`config.mk`:
```
export PLATFORM = sky130hd
export DESIGN_NAME = pipeline_control_unit
export DESIGN_NICKNAME = d
export VERILOG_FILES = /design/src/rtl/pipeline_control_unit.sv
export SDC_FILE = /design/constraint.sdc
export NUM_CORES = 1
export LEC_CHECK = 0
export CAP_MARGIN = 0
export CELL_PAD_IN_SITES_DETAIL_PLACEMENT = 1
export CELL_PAD_IN_SITES_GLOBAL_PLACEMENT = 2
export CORE_UTILIZATION = 30
export CTS_CLUSTER_SIZE = 20
export DETAILED_ROUTE_END_ITERATION = 7
export HOLD_SLACK_MARGIN = 0.15
export PLACE_DENSITY_LB_ADDON = 0.2
export SYNTH_ARGS = -nofsm -noshare
export SYNTH_HDL_FRONTEND = slang
export SYNTH_SLANG_ARGS = --single-unit
```
`constraint.sdc`:
```
create_clock -name clk -period 9.49 [get_ports clk]
set_input_delay 2.847 -clock clk [delete_from_list [all_inputs] [get_ports clk]]
set_output_delay 2.847 -clock clk [all_outputs]
set_load 0.02 [all_outputs]
```
`src/rtl/pipeline_control_unit.sv`:
```
// pipeline_control_unit
// Control unit for the 5-stage 16-bit pipelined CPU. Decodes the instruction
// in decode into datapath controls (Mealy, same-cycle) and sequences
// run/flush/stall/drain/halt, load-use hazard bubbles and an issue counter.
module pipeline_control_unit #(
   parameter int LOAD_STALL   = 2,   // bubbles on a load-use hazard (1..3)
   parameter int DRAIN_CYCLES = 3    // cycles to drain E/M/W after HALT
) (
   input  logic        clk,
   input  logic        reset,        // asynchronous, active-low
   input  logic        start,
   input  logic [3:0]  opcodeDP,
   input  logic [3:0]  destAddD,
   input  logic [3:0]  srcAdd1D,
   input  logic [3:0]  srcAdd2D,
   output logic        enable,
   output logic        branchC,
   output logic        flushC,
   output logic        RegWriteC,
   output logic        MemWriteC,
   output logic        MemToRegC,
   output logic        immediateC,
   output logic        forwardC,
   output logic [1:0]  alufuncC,
   output logic        halted,
   output logic [15:0] issueCount
);

   typedef enum logic [2:0] {
      S_IDLE, S_RUN, S_FLUSH, S_STALL, S_DRAIN, S_HALTED
   } state_t;

   localparam logic [3:0] OP_LOAD  = 4'b0110;
   localparam logic [3:0] OP_JMP   = 4'b1000;
   localparam logic [3:0] OP_HALT  = 4'b1111;
   localparam logic [7:0] C_STALL  = 8'(LOAD_STALL);
   localparam logic [7:0] C_DRAIN  = 8'(DRAIN_CYCLES);

   state_t      r_state, w_state_next;
   logic [7:0]  r_cnt, w_cnt_next;
   logic        r_ll_valid, w_ll_valid_next;
   logic [3:0]  r_ll_dest, w_ll_dest_next;
   logic [15:0] r_issue, w_issue_next;

   logic        w_reads1, w_reads2, w_hazard;

   // The detecting cycle is itself the first bubble, so the STALL/DRAIN
   // states last one cycle less than the loaded count: leave when the
   // counter is about to reach 1.
   assign w_reads1 = (opcodeDP >= 4'd1) && (opcodeDP <= 4'd7);
   assign w_reads2 = ((opcodeDP >= 4'd1) && (opcodeDP <= 4'd4)) || (opcodeDP == 4'd7);
   assign w_hazard = r_ll_valid &&
                     ((w_reads1 && (srcAdd1D == r_ll_dest)) ||
                      (w_reads2 && (srcAdd2D == r_ll_dest)));

   assign issueCount = r_issue;

   // Next-state, counters and Mealy control outputs
   always_comb begin
      w_state_next    = r_state;
      w_cnt_next      = r_cnt;
      w_ll_valid_next = 1'b0;
      w_ll_dest_next  = r_ll_dest;
      w_issue_next    = r_issue;
      enable          = 1'b0;
      branchC         = 1'b0;
      flushC          = 1'b0;
      RegWriteC       = 1'b0;
      MemWriteC       = 1'b0;
      MemToRegC       = 1'b0;
      immediateC      = 1'b0;
      forwardC        = 1'b0;
      alufuncC        = 2'b00;
      halted          = 1'b0;
      case (r_state)
         S_IDLE: begin
            if (start) w_state_next = S_RUN;
         end
         S_RUN: begin
            if (w_hazard) begin
               flushC       = 1'b1;
               w_cnt_next   = C_STALL;
               w_state_next = (LOAD_STALL <= 1) ? S_RUN : S_STALL;
            end else if (opcodeDP == OP_HALT) begin
               flushC       = 1'b1;
               w_cnt_next   = C_DRAIN;
               w_state_next = (DRAIN_CYCLES <= 1) ? S_HALTED : S_DRAIN;
            end else begin
               enable = 1'b1;
               case (opcodeDP)
                  4'b0001: begin RegWriteC = 1'b1; forwardC = 1'b1; alufuncC = 2'b00; end
                  4'b0010: begin RegWriteC = 1'b1; forwardC = 1'b1; alufuncC = 2'b01; end
                  4'b0011: begin RegWriteC = 1'b1; forwardC = 1'b1; alufuncC = 2'b10; end
                  4'b0100: begin RegWriteC = 1'b1; forwardC = 1'b1; alufuncC = 2'b11; end
                  4'b0101: begin RegWriteC = 1'b1; forwardC = 1'b1; immediateC = 1'b1; end
                  4'b0110: begin RegWriteC = 1'b1; MemToRegC = 1'b1; immediateC = 1'b1; end
                  4'b0111: begin MemWriteC = 1'b1; immediateC = 1'b1; end
                  4'b1000: begin branchC = 1'b1; w_state_next = S_FLUSH; end
                  default: ;
               endcase
               if ((opcodeDP >= 4'd1) && (opcodeDP <= 4'd8))
                  w_issue_next = 16'(r_issue + 16'd1);
               if (opcodeDP == OP_LOAD) begin
                  w_ll_valid_next = 1'b1;
                  w_ll_dest_next  = destAddD;
               end
            end
         end
         S_FLUSH: begin
            enable       = 1'b1;
            flushC       = 1'b1;
            w_state_next = S_RUN;
         end
         S_STALL: begin
            flushC     = 1'b1;
            w_cnt_next = r_cnt - 8'd1;
            if (r_cnt <= 8'd2) w_state_next = S_RUN;
         end
         S_DRAIN: begin
            flushC     = 1'b1;
            w_cnt_next = r_cnt - 8'd1;
            if (r_cnt <= 8'd2) w_state_next = S_HALTED;
         end
         S_HALTED: begin
            halted = 1'b1;
         end
         default: w_state_next = S_IDLE;
      endcase
   end

   // State, counters, last-load tracking and issue count registers
   always_ff @(posedge clk or negedge reset) begin
      if (!reset) begin
         r_state    <= S_IDLE;
         r_cnt      <= 8'd0;
         r_ll_valid <= 1'b0;
         r_ll_dest  <= 4'd0;
         r_issue    <= 16'd0;
      end else begin
         r_state    <= w_state_next;
         r_cnt      <= w_cnt_next;
         r_ll_valid <= w_ll_valid_next;
         r_ll_dest  <= w_ll_dest_next;
         r_issue    <= w_issue_next;
      end
   end

endmodule

```
**Word-level counts from Yosys, hierarchy flattened**

Index checks and enable logic that the tools add are counted.

- $add $sub $neg: 2
- Bitwise operators: 3
- Muxes and demuxes: 45
- Reduce and logical (&&, ||, !) cells: 19
- Eq/ne operators: 21
- $lt $le $gt $ge: 5

Operators by type and width:

| operator | count |
|---|---|
| two-way mux 1 bit | 29 |
| two-way mux 3 bit | 6 |
| one-hot mux 3 bit (6 select lines) | 1 |
| adder 16 x 1 -> 16 bit (second input constant) | 1 |
| == test 4 x 3 -> 1 bit (second input constant) | 4 |
| two-way mux 8 bit | 2 |
| one-hot mux 8 bit (2 select lines) | 1 |
| == test 4 x 2 -> 1 bit (second input constant) | 2 |
| == test 4 bit | 2 |
| == test 4 bit (second input constant) | 2 |
| <= comparator 4 x 3 -> 1 bit (second input constant) | 2 |
| <= comparator 8 x 2 -> 1 bit (second input constant) | 1 |
| AND reduction 4 bit | 2 |
| subtractor 8 x 1 -> 8 bit (second input constant) | 1 |
| == test 3 x 2 -> 1 bit (second input constant) | 2 |
| == test 3 bit (second input constant) | 2 |
| logical AND 1 bit | 6 |
| two-way mux 2 bit | 3 |
| inequality test 2 bit (second input constant) | 3 |
| one-hot mux 2 bit (3 select lines) | 1 |
| OR reduction 3 bit | 2 |
| OR reduction 6 bit | 1 |
| AND reduction 5 bit | 1 |
| OR reduction 5 bit | 1 |
| 13 further kinds | 17 |

- Word-level logic and storage cells: 100
- Input bits: 19
- Output and inout bits: 27
- Bits in registers: 32

**Logic depth before layout (Yosys ltp)**

Gate-level depths: netlist of the first run.

- Depth after elaboration: 8
- Depth in mapped cells: 8
- Mapped depth without buffers: 6

**Least setup slack after synthesis of the first run**

No wires, ideal clock.

- Path kind: input -> output
- Start point: input port opcodeDP[1]
- End point: output port forwardC
- Required time: 6.643 ns
- Stages: 6
- Path slack: 2.012 ns
- Arrival time: 4.631 ns
- Buffers on the path: 1
- Cells stage by stage: buf_4 -> or3_4 -> nand2_1 -> o22ai_2 -> nand2b_1 -> a2111oi_1

- Cells in the longest elaborated chain, start to end: 8
- Elaborated cells between the ends (all ways): 22
- Classes of those cells: order compare: 3; eq/ne: 7; mux: 4; reduce/logical: 8

RTL lines:

| item | line | source |
|---|---|---|
| start, declared | 12 | `input logic [3:0] opcodeDP,` |
| greater-or-equal comparator 4 x 1 -> 1 bit / <= comparator 4 x 3 -> 1 bit (equally long branches) | 50, 51 |  |
| logical AND 1 bit | 51 | `assign w_reads2 = ((opcodeDP >= 4'd1) && (opcodeDP <= 4'd4)) \|\| (opcodeDP == 4'd7);` |
| logical OR 1 bit | 51 |  |
| logical AND 1 bit | 54 | `(w_reads2 && (srcAdd2D == r_ll_dest)));` |
| logical OR 1 bit | 53 | `((w_reads1 && (srcAdd1D == r_ll_dest)) \|\|` |
| logical AND 1 bit | 52 | `assign w_hazard = r_ll_valid &&` |
| two-way mux 1 bit * | 80 | `if (w_hazard) begin` |
| two-way mux 1 bit * | 75 | `case (r_state)` |
| end, declared | 23 | `output logic forwardC,` |

Mark *: on every way between the ends. The rest lies on a longest branch, timed or not.

**Worst setup path in the final report of the first run**

- Start point: input port opcodeDP[1]
- End point: output port enable

- Cells in the longest elaborated chain, start to end: 8
- Elaborated cells between the ends (all ways): 15
- Classes of those cells: order compare: 3; eq/ne: 2; mux: 3; reduce/logical: 7

RTL lines:

| item | line | source |
|---|---|---|
| greater-or-equal comparator 4 x 1 -> 1 bit / <= comparator 4 x 3 -> 1 bit (equally long branches) | 50, 51 |  |
| logical AND 1 bit | 51 |  |
| logical OR 1 bit | 51 |  |
| logical AND 1 bit | 54 |  |
| logical OR 1 bit | 53 |  |
| logical AND 1 bit | 52 |  |
| two-way mux 1 bit * | 80 |  |
| one-hot mux 1 bit (2 select lines) * | 75 |  |
| end, declared | 16 | `output logic enable,` |

Marks and branches as above.

==> results of run 1 <==
## worst min path at each step
stage / end / slack [ps] / cells past startpoint
2_1_floorplan: r_cnt[6] / 500 / 2
3_3_place_gp: issueCount[15] / 460 / 1
3_5_place_dp: issueCount[15] / 460 / 1
4_1_cts: issueCount[15] / 470 / 1
5_1_grt: issueCount[15] / 490 / 1
6_report: issueCount[15] / 470 / 1
## cell usage after synthesis (2+ instances only)
| cell | number | area, um2 |
|---|---|---|
| and3_1 | 2 | 12.5 |
| nor4_2 | 4 | 50.1 |
| clkbuf_1 | 2 | 7.51 |
| buf_6 | 2 | 22.5 |
| a221oi_1 | 2 | 17.5 |
| inv_1 | 5 | 18.8 |
| and4_1 | 2 | 17.5 |
| a21oi_1 | 3 | 15.0 |
| nor2_1 | 17 | 63.8 |
| nand2b_1 | 3 | 18.8 |
| or3_1 | 2 | 12.5 |
| buf_2 | 5 | 25.0 |
| mux2_1 | 5 | 56.3 |
| xnor2_1 | 12 | 105 |
| o31ai_1 | 2 | 15.0 |
| ha_1 | 3 | 37.5 |
| nor2_2 | 4 | 25.0 |
| nand2_1 | 10 | 37.5 |
| nor4b_2 | 3 | 45.0 |
| dfrtp_1 | 32 | 801 |
| nor4_1 | 2 | 12.5 |
| xor2_1 | 19 | 166 |
| or3b_1 | 2 | 17.5 |
| nor3_2 | 7 | 70.1 |
| nand3_1 | 11 | 55.1 |
| nor3_1 | 6 | 30.0 |
| nand4_1 | 5 | 31.3 |
## report_power, final
part	switching, W	internal (W)
sequential	0.0000620	0.000179
clock	0.0000553	0.0000511
combinational	0.000155	0.000131
## routing by layer
| metal | track usage, % | vias to the layer above | part of all wire (%) | wire [um] |
|---|---|---|---|---|
| met3 | 3.28 | 4 | 3.9 | 175 |
| met5 | 0 | - | 0 | 0 |
| met2 | 22.1 | 29 | 49 | 2180 |
| met1 | 19.1 | 747 | 47 | 2120 |
| li1 | - | 759 | - | - |
| met4 | 4.23 | 0 | 0.38 | 17 |
## metrics by stage
stage	utilization, %	worst slack [ps]	instances
4_1_cts	40.4	1210	312
5_1_grt	40.4	1090	312
3_5_place_dp	39.0	1210	304
2_1_floorplan	-	2010	190
3_3_place_gp	39.0	1240	304
6_report	40.4	1220	312
## critical path: cells and delay by family
family          cells  cell delay [ps]
compound gates      2              160
simple gates        3              920
buf+inv             3             1480
## kinds of logic after synthesis
family / after synthesis
XOR/XNOR: 32
AND/OR/NAND/NOR: 87
AO/OA/AOI/OAI: 16
adder cells (fa/ha/maj): 3
buffers and inverters: 15
flip-flops: 32
multiplexers: 5
## sequential cells by signal, indices dropped and copies added, names as in the netlist
register / count
r_state: 3
r_ll_valid: 1
r_cnt: 8
issueCount: 16
r_ll_dest: 4
## area by class of cell
class                      instances  area, um2
tap                               77       96.3
inverter                           5       18.8
clock inverter                     3       18.8
sequential                        32        801
timing repair buffer              47        465
fill                             709       3780
clock buffer                       5       68.8
multi-input combinational        143       1100
==> impl.org, run 1 <==
** Outcome
- Status :: finished clean

** Clocking
- CTS buffer count :: 5
- CTS built an H-tree with a depth of 2.
- The clock passes through at most 2 buffers.
- The tree is rooted in a clkbuf_8.
- After clock tree synthesis, the clock-pin slew on the worst setup and hold paths is 80 ps.
- Clock tree synthesis found a total of 32 sinks.
- The number of gates resized after CTS was 0.
- TritonCTS built the clock tree.
- Insertion delay to the later sink of the worst-skew pair :: approximately 290 ps
- After clock tree synthesis, the setup repair step added 0 buffers.
- Buffers inserted to repair hold after CTS numbered 0.

** Timing
- Summed over all failing endpoints, the final setup total negative slack is 0 ps.
- The worst pin sits at a relative slew slack of a little over two thirds.
- Setup repair after global routing left no endpoint under its margin.
- Least-Margin Pin Slew :: 457 ps
- Final count of negative-setup-slack endpoints :: 0
- Worst hold-check slack :: 466 ps
- Final hold vios :: 0
- Slew Viols, Final :: 0
- Maximum clock frequency :: 121 MHz
- Largest clock skew in the final design :: approximately 11 ps
- The clock period could shrink to between 8000 and 9000 ps.
- Crit share post-route :: 87.1%

** Finish
- Most used cells in the layout excluding fill and tap cells :: clkdlybuf4s50_1, dfrtp_1, xor2_1
- 0 antenna diodes ended up in the layout.
- Most common library cell in the layout ignoring fill and taps :: clkdlybuf4s50_1
- Count of nets after finishing :: 256
- Relative to the synthesized area, the layout overhead comes to 29.6%.
- Cells with a size suffix above 1 make up ~15% of the layout.
- Post-route cell area :: 2570 um2

** Power and ir drop
- Dividing total power by cell area gives a power density of between 200 and 250 nW/um2.
- Power comes to approximately 0.00063 W.
- Peak supply drop :: approximately 0.13 mV
- Summed over all cells, the static leakage comes to about 1.1 nW.

** Synthesis
- Post-synth EDFFs :: 0
- Averaged over all synthesized cells, the footprint is approximately 10 um2.
- Instance count of the mapped netlist :: 190
- The synthesized netlist devotes under 10% of its cell area to compound gates.
- Synth cell types :: 45
- Synth Area in XOR/XNOR :: roughly 15%
- Yosys printed 0 warnings.
- For this run, the leading register cell type out of synthesis is dfrtp_1.
- Synth Area in Adders :: under 10%
- The portion of synthesized area spent on multiplexers is under 10%.
- FFs w/ async S/R, synth :: 100%
- The number of nets handed over by synthesis was ~210.
- By area, the combinational part of the netlist is dominated by simple AND/OR/NAND/NOR gates.
- After synthesis, flip-flops and latches occupy roughly 40% of the total area.
- Simple-gate share of the synthesized area :: a little under 30%
- In this run, synthesis produced a sequential element count of 32.
- Post-Synthesis Cell Area :: just under 2000 um2

** Setup path
- Counting cells, the worst reg-to-reg path comes to 5.
- Required arrival time at the worst endpoint :: around 6600 ps
- The largest single stage delay on the critical path is 640 ps.
- Critical path capture point type :: output port
- Along the worst path, the maximum fanout reaches 21.
- The worst register-to-register path ends at r_ll_dest[1].
- Capturing element of the worst setup path :: enable
- Data on the critical path arrives at its endpoint at between 5000 and 6000 ps.
- Classification of the worst setup path :: in -> out
- Slowest cell on the critical path :: clkdlybuf4s50_1
- In this design, the critical path's most frequently occurring cell is clkdlybuf4s50_1.
- The critical path starts at opcodeDP[1].
- CP cell instances :: clkdlybuf4s50_1 -> or3_4 -> nand2_1 -> o22ai_2 -> buf_4 -> or3_1 -> o31ai_1 -> clkdlybuf4s50_1
- The worst setup path is launched from a primary input.
- In this run the critical register-to-register path is launched from r_state[2].
- Slack of the worst reg-to-reg path :: between 7000 and 8000 ps

** Global route
- Number of antenna violations at the first check in global routing :: 0
- The number of global-route vias before repair came to approximately 1.6k.
- Entering global routing, the biggest net connects 33 pins.
- In the global route stage, overall resource usage came out at 14.0%.
- The first global-routing pass estimated 7850 um of wire.
- Global routing finished with a remaining overflow of 0.

** Placed design
- Port-buffer cells :: 45
- GP Congestion :: around 0.7
- After legalization and detailed placement, the total HPWL measured around 3300 um.
- In this run the cell area measured after placement is 2480 um2.

** Detailed routing
- Number of DRC markers after the initial detailed-route iteration :: 79
- Via count normalized by instance count :: a little under 5
- The first detailed-routing pass ran for 4 iterations.
- DRC violation count after routing :: 0
- Final routed wire length divided by cell count :: ~14 um
- Across all layers, the routed design uses roughly 1.5k vias.
- The count of nets left with antenna violations once routing finished came out at 0.
- After detailed routing, the total wire length is around 4500 um.

** Min path
- HP Start :: issueCount[15]
- Hold Crit Class :: reg -> reg

** Job
- Max-cap violations :: 0

** Floorplanning
- Die H :: roughly 83 um
- Row count :: 29
- Floorplan Core Area :: between 6000 and 7000 um2
- Initial Utilization :: a little under a third
- The die is ~83 um wide.
- Full die area :: approximately 6900 um2
- During I/O placement, the number of pins put on the boundary was 46.
Note: power is estimated with default switching activity, not from simulation.
==> run 2: changes to the inputs <==
--- a/config.mk
+++ b/config.mk
@@ -11,7 +11,7 @@
 export CORE_UTILIZATION = 30
 export CTS_CLUSTER_SIZE = 20
 export DETAILED_ROUTE_END_ITERATION = 7
-export HOLD_SLACK_MARGIN = 0.15
+export HOLD_SLACK_MARGIN = 0.12
 export PLACE_DENSITY_LB_ADDON = 0.2
 export SYNTH_ARGS = -nofsm -noshare
 export SYNTH_HDL_FRONTEND = slang
==> results of run 2 <==
No change in the layout: final DEF, timing and power equal those of run 1.
==> run 3: changes to the inputs <==
--- a/config.mk
+++ b/config.mk
@@ -8,11 +8,11 @@
 export CAP_MARGIN = 0
 export CELL_PAD_IN_SITES_DETAIL_PLACEMENT = 1
 export CELL_PAD_IN_SITES_GLOBAL_PLACEMENT = 2
-export CORE_UTILIZATION = 30
+export CORE_UTILIZATION = 33
 export CTS_CLUSTER_SIZE = 20
 export DETAILED_ROUTE_END_ITERATION = 7
 export HOLD_SLACK_MARGIN = 0.12
-export PLACE_DENSITY_LB_ADDON = 0.2
+export PLACE_DENSITY = 0.86
 export SYNTH_ARGS = -nofsm -noshare
 export SYNTH_HDL_FRONTEND = slang
 export SYNTH_SLANG_ARGS = --single-unit
==> impl.org, run 3 (synthesized netlist as in run 1, its figures left out) <==
** Outcome
- The run finished with clean final reports.

** Finish
- Count of nets after finishing :: 256
- The repair_antennas step left the layout with diodes totalling 0.
- The library cell used most frequently in the layout, excluding fill and tap cells, is clkdlybuf4s50_1.
- Leaving out fill and tap cells, the most frequent cells in the layout are clkdlybuf4s50_1, dfrtp_1, xor2_1.
- Number of flip-flops under the largest register name :: 16
- Share of post-route cells with drive strength above 1 :: between 10% and 20%
- Compared with the post-synthesis result, the final layout area differs by 30.3%.

** Setup path
- The worst setup path is captured at an output port.
- Count of cells along the worst register-to-register path :: 5
- In this run the worst path has a maximum fanout of 21.
- The slowest stage of the critical path belongs to the cell clkdlybuf4s50_1.
- Counting stages on the worst path, the most repeated cell is clkdlybuf4s50_1.
- Classification of the worst setup path :: in -> out
- Traced cell by cell, the critical path runs through clkdlybuf4s50_1 -> or3_4 -> nand2_1 -> o22ai_2 -> buf_4 -> or3_1 -> o31ai_1 -> clkdlybuf4s50_1.
- The largest single stage delay on the critical path is between 600 and 700 ps.
- Required arrival time at the worst endpoint :: between 6000 and 7000 ps
- Arrival @ worst endpoint :: 5450 ps
- CP Launch Type :: primary input

** Timing
- For the final database, setup skew stands at 5.98 ps.
- Least-Margin Pin Slew :: 437 ps
- After routing, the total negative slack on setup checks comes to 0 ps.
- Setup slack closes at 1190 ps.
- Headroom to the max-slew limit came out at between 70% and 80%.
- Maximum clock frequency :: 121 MHz
- Tmin final :: ~8300 ps
- Crit share post-route :: between 80% and 90%
- Final count of negative-setup-slack endpoints :: 0
- Final hold vios :: 0
- Unrepaired setup endpoints after global routing :: false
- The number of max-slew violations in the final report was 0.

** Floorplanning
- After floorplanning, the core was divided into 27 placement rows.
- The die covers 6310 um2.
- Number of top-level pins :: 46
- The die is between 70 and 80 um tall.
- Floorplan Core Area :: 5640 um2
- Initial Utilization :: a little over a third
- From left edge to right edge, the die measures roughly 80 um.

** Placed design
- Buffers placed on the I/O ports in this run total between 40 and 50.
- Before CTS, the worst setup slack after placement is 1190 ps.
- Detailed placement ended at an HPWL of around 3200 um.
- GP Congestion :: 0.716

** Global route
- Maximum number of pins on one net before global-route repair :: 33
- Global-route wire length before repair :: a little under 8000 um
- Summed over all layers, the global routing overflow is 0.
- Across every metal layer, demand over resource in global routing totals approximately 16%.
- Via count of the first global-routing pass :: 1,605
- The initial antenna violation count is 0.

** Min path
- Along the worst hold path, the cell count comes to 1.
- Hold Crit Class :: reg -> reg

** Clocking
- Clock tree buffer depth :: 2
- CTS Root Cell :: clkbuf_8
- Clock-pin slew was measured on the worst setup and hold paths at roughly 70 ps.
- Insertion delay to the later sink of the worst-skew pair :: approximately 280 ps
- Number of gates resized after CTS :: 0
- Buffer count from post-CTS setup fixing :: 0
- The H-tree was split into 2 levels.
- TritonCTS built the clock tree.
- Hold buffer count at CTS :: 0
- Clock Sink Count :: 32
- CTS buffer count :: 5

** Detailed routing
- Number of nets with antenna violations after routing :: 0
- The final layout contains routed wiring with a total length of around 4400 um.
- After detailed routing, the number of remaining DRC violations is 0.
- Using the TritonRoute via totals, the vias-per-cell ratio works out to between 5 and 6.
- Final routed wire length divided by cell count :: between 10 and 15 um
- Number of iterations in the first detailed-routing pass :: 4
- Routed via count :: 1,585
- For this block, the initial DRC count from the detailed router was between 50 and 60.

** Power and ir drop
- Peak supply drop :: 0.126 mV
- The analysis attributes to cell leakage a power of between 1 and 1.5 nW.
- Dividing total power by cell area gives a power density of ~250 nW/um2.

** Job
- Max-cap violations :: 0
-- run 3: power breakdown --
| part | switching [W] | internal [W] |
|---|---|---|
| sequential | 0.0000608 | 0.000179 |
| clock | 0.0000506 | 0.0000779 |
| combinational | 0.000154 | 0.000131 |
| total | 0.000266 | 0.000388 |
-- run 3: worst paths after layout --
kind                           startpoint        endpoint  slack (ps)
max                           opcodeDP[1]          enable        1190
min                        issueCount[15]  issueCount[15]         460
max reg2reg                    r_state[2]    r_ll_dest[2]        7480
min reg2reg                issueCount[15]  issueCount[15]         460
max in group asynchronous           reset    r_ll_dest[2]        6210
min in group asynchronous           reset   issueCount[4]        2970
-- run 3: final cells by class --
class	instances	area (um2)
Clock buffer	6	72.6
Fill cell	631	3060
Tap cell	72	90.1
Timing Repair Buffer	47	465
Sequential cell	32	801
Clock inverter	2	35.0
Inverter	5	18.8
Multi-Input combinational cell	143	1100
-- run 3: worst max-delay path: cells and delay by family --
kind                   cells  cell delay (ps)
buffers and inverters      3             1500
AND/OR/NAND/NOR            3              910
AO/OA/AOI/OAI              2              180
-- run 3: per-stage QoR --
step	hold WS [ps]	power [W]	cells	utilization, %	instance area, um2
global route	495	0.000707	307	45.7	2580
finish	464	0.000654	307	45.7	2580
floorplan	496	0.000425	190	-	1980
CTS	471	0.000664	307	45.7	2580
global placement	457	0.000523	299	43.8	2470
detailed placement	461	0.000531	299	43.8	2470
-- run 3: routing by layer --
layer | GRT usage, % | wire [um] | vias to the layer above
met5 | 0 | 0 | -
met4 | 3.82 | 28 | 0
met3 | 3.54 | 155 | 5
met2 | 27.3 | 2240 | 36
met1 | 20.0 | 1960 | 787
li1 | - | - | 757
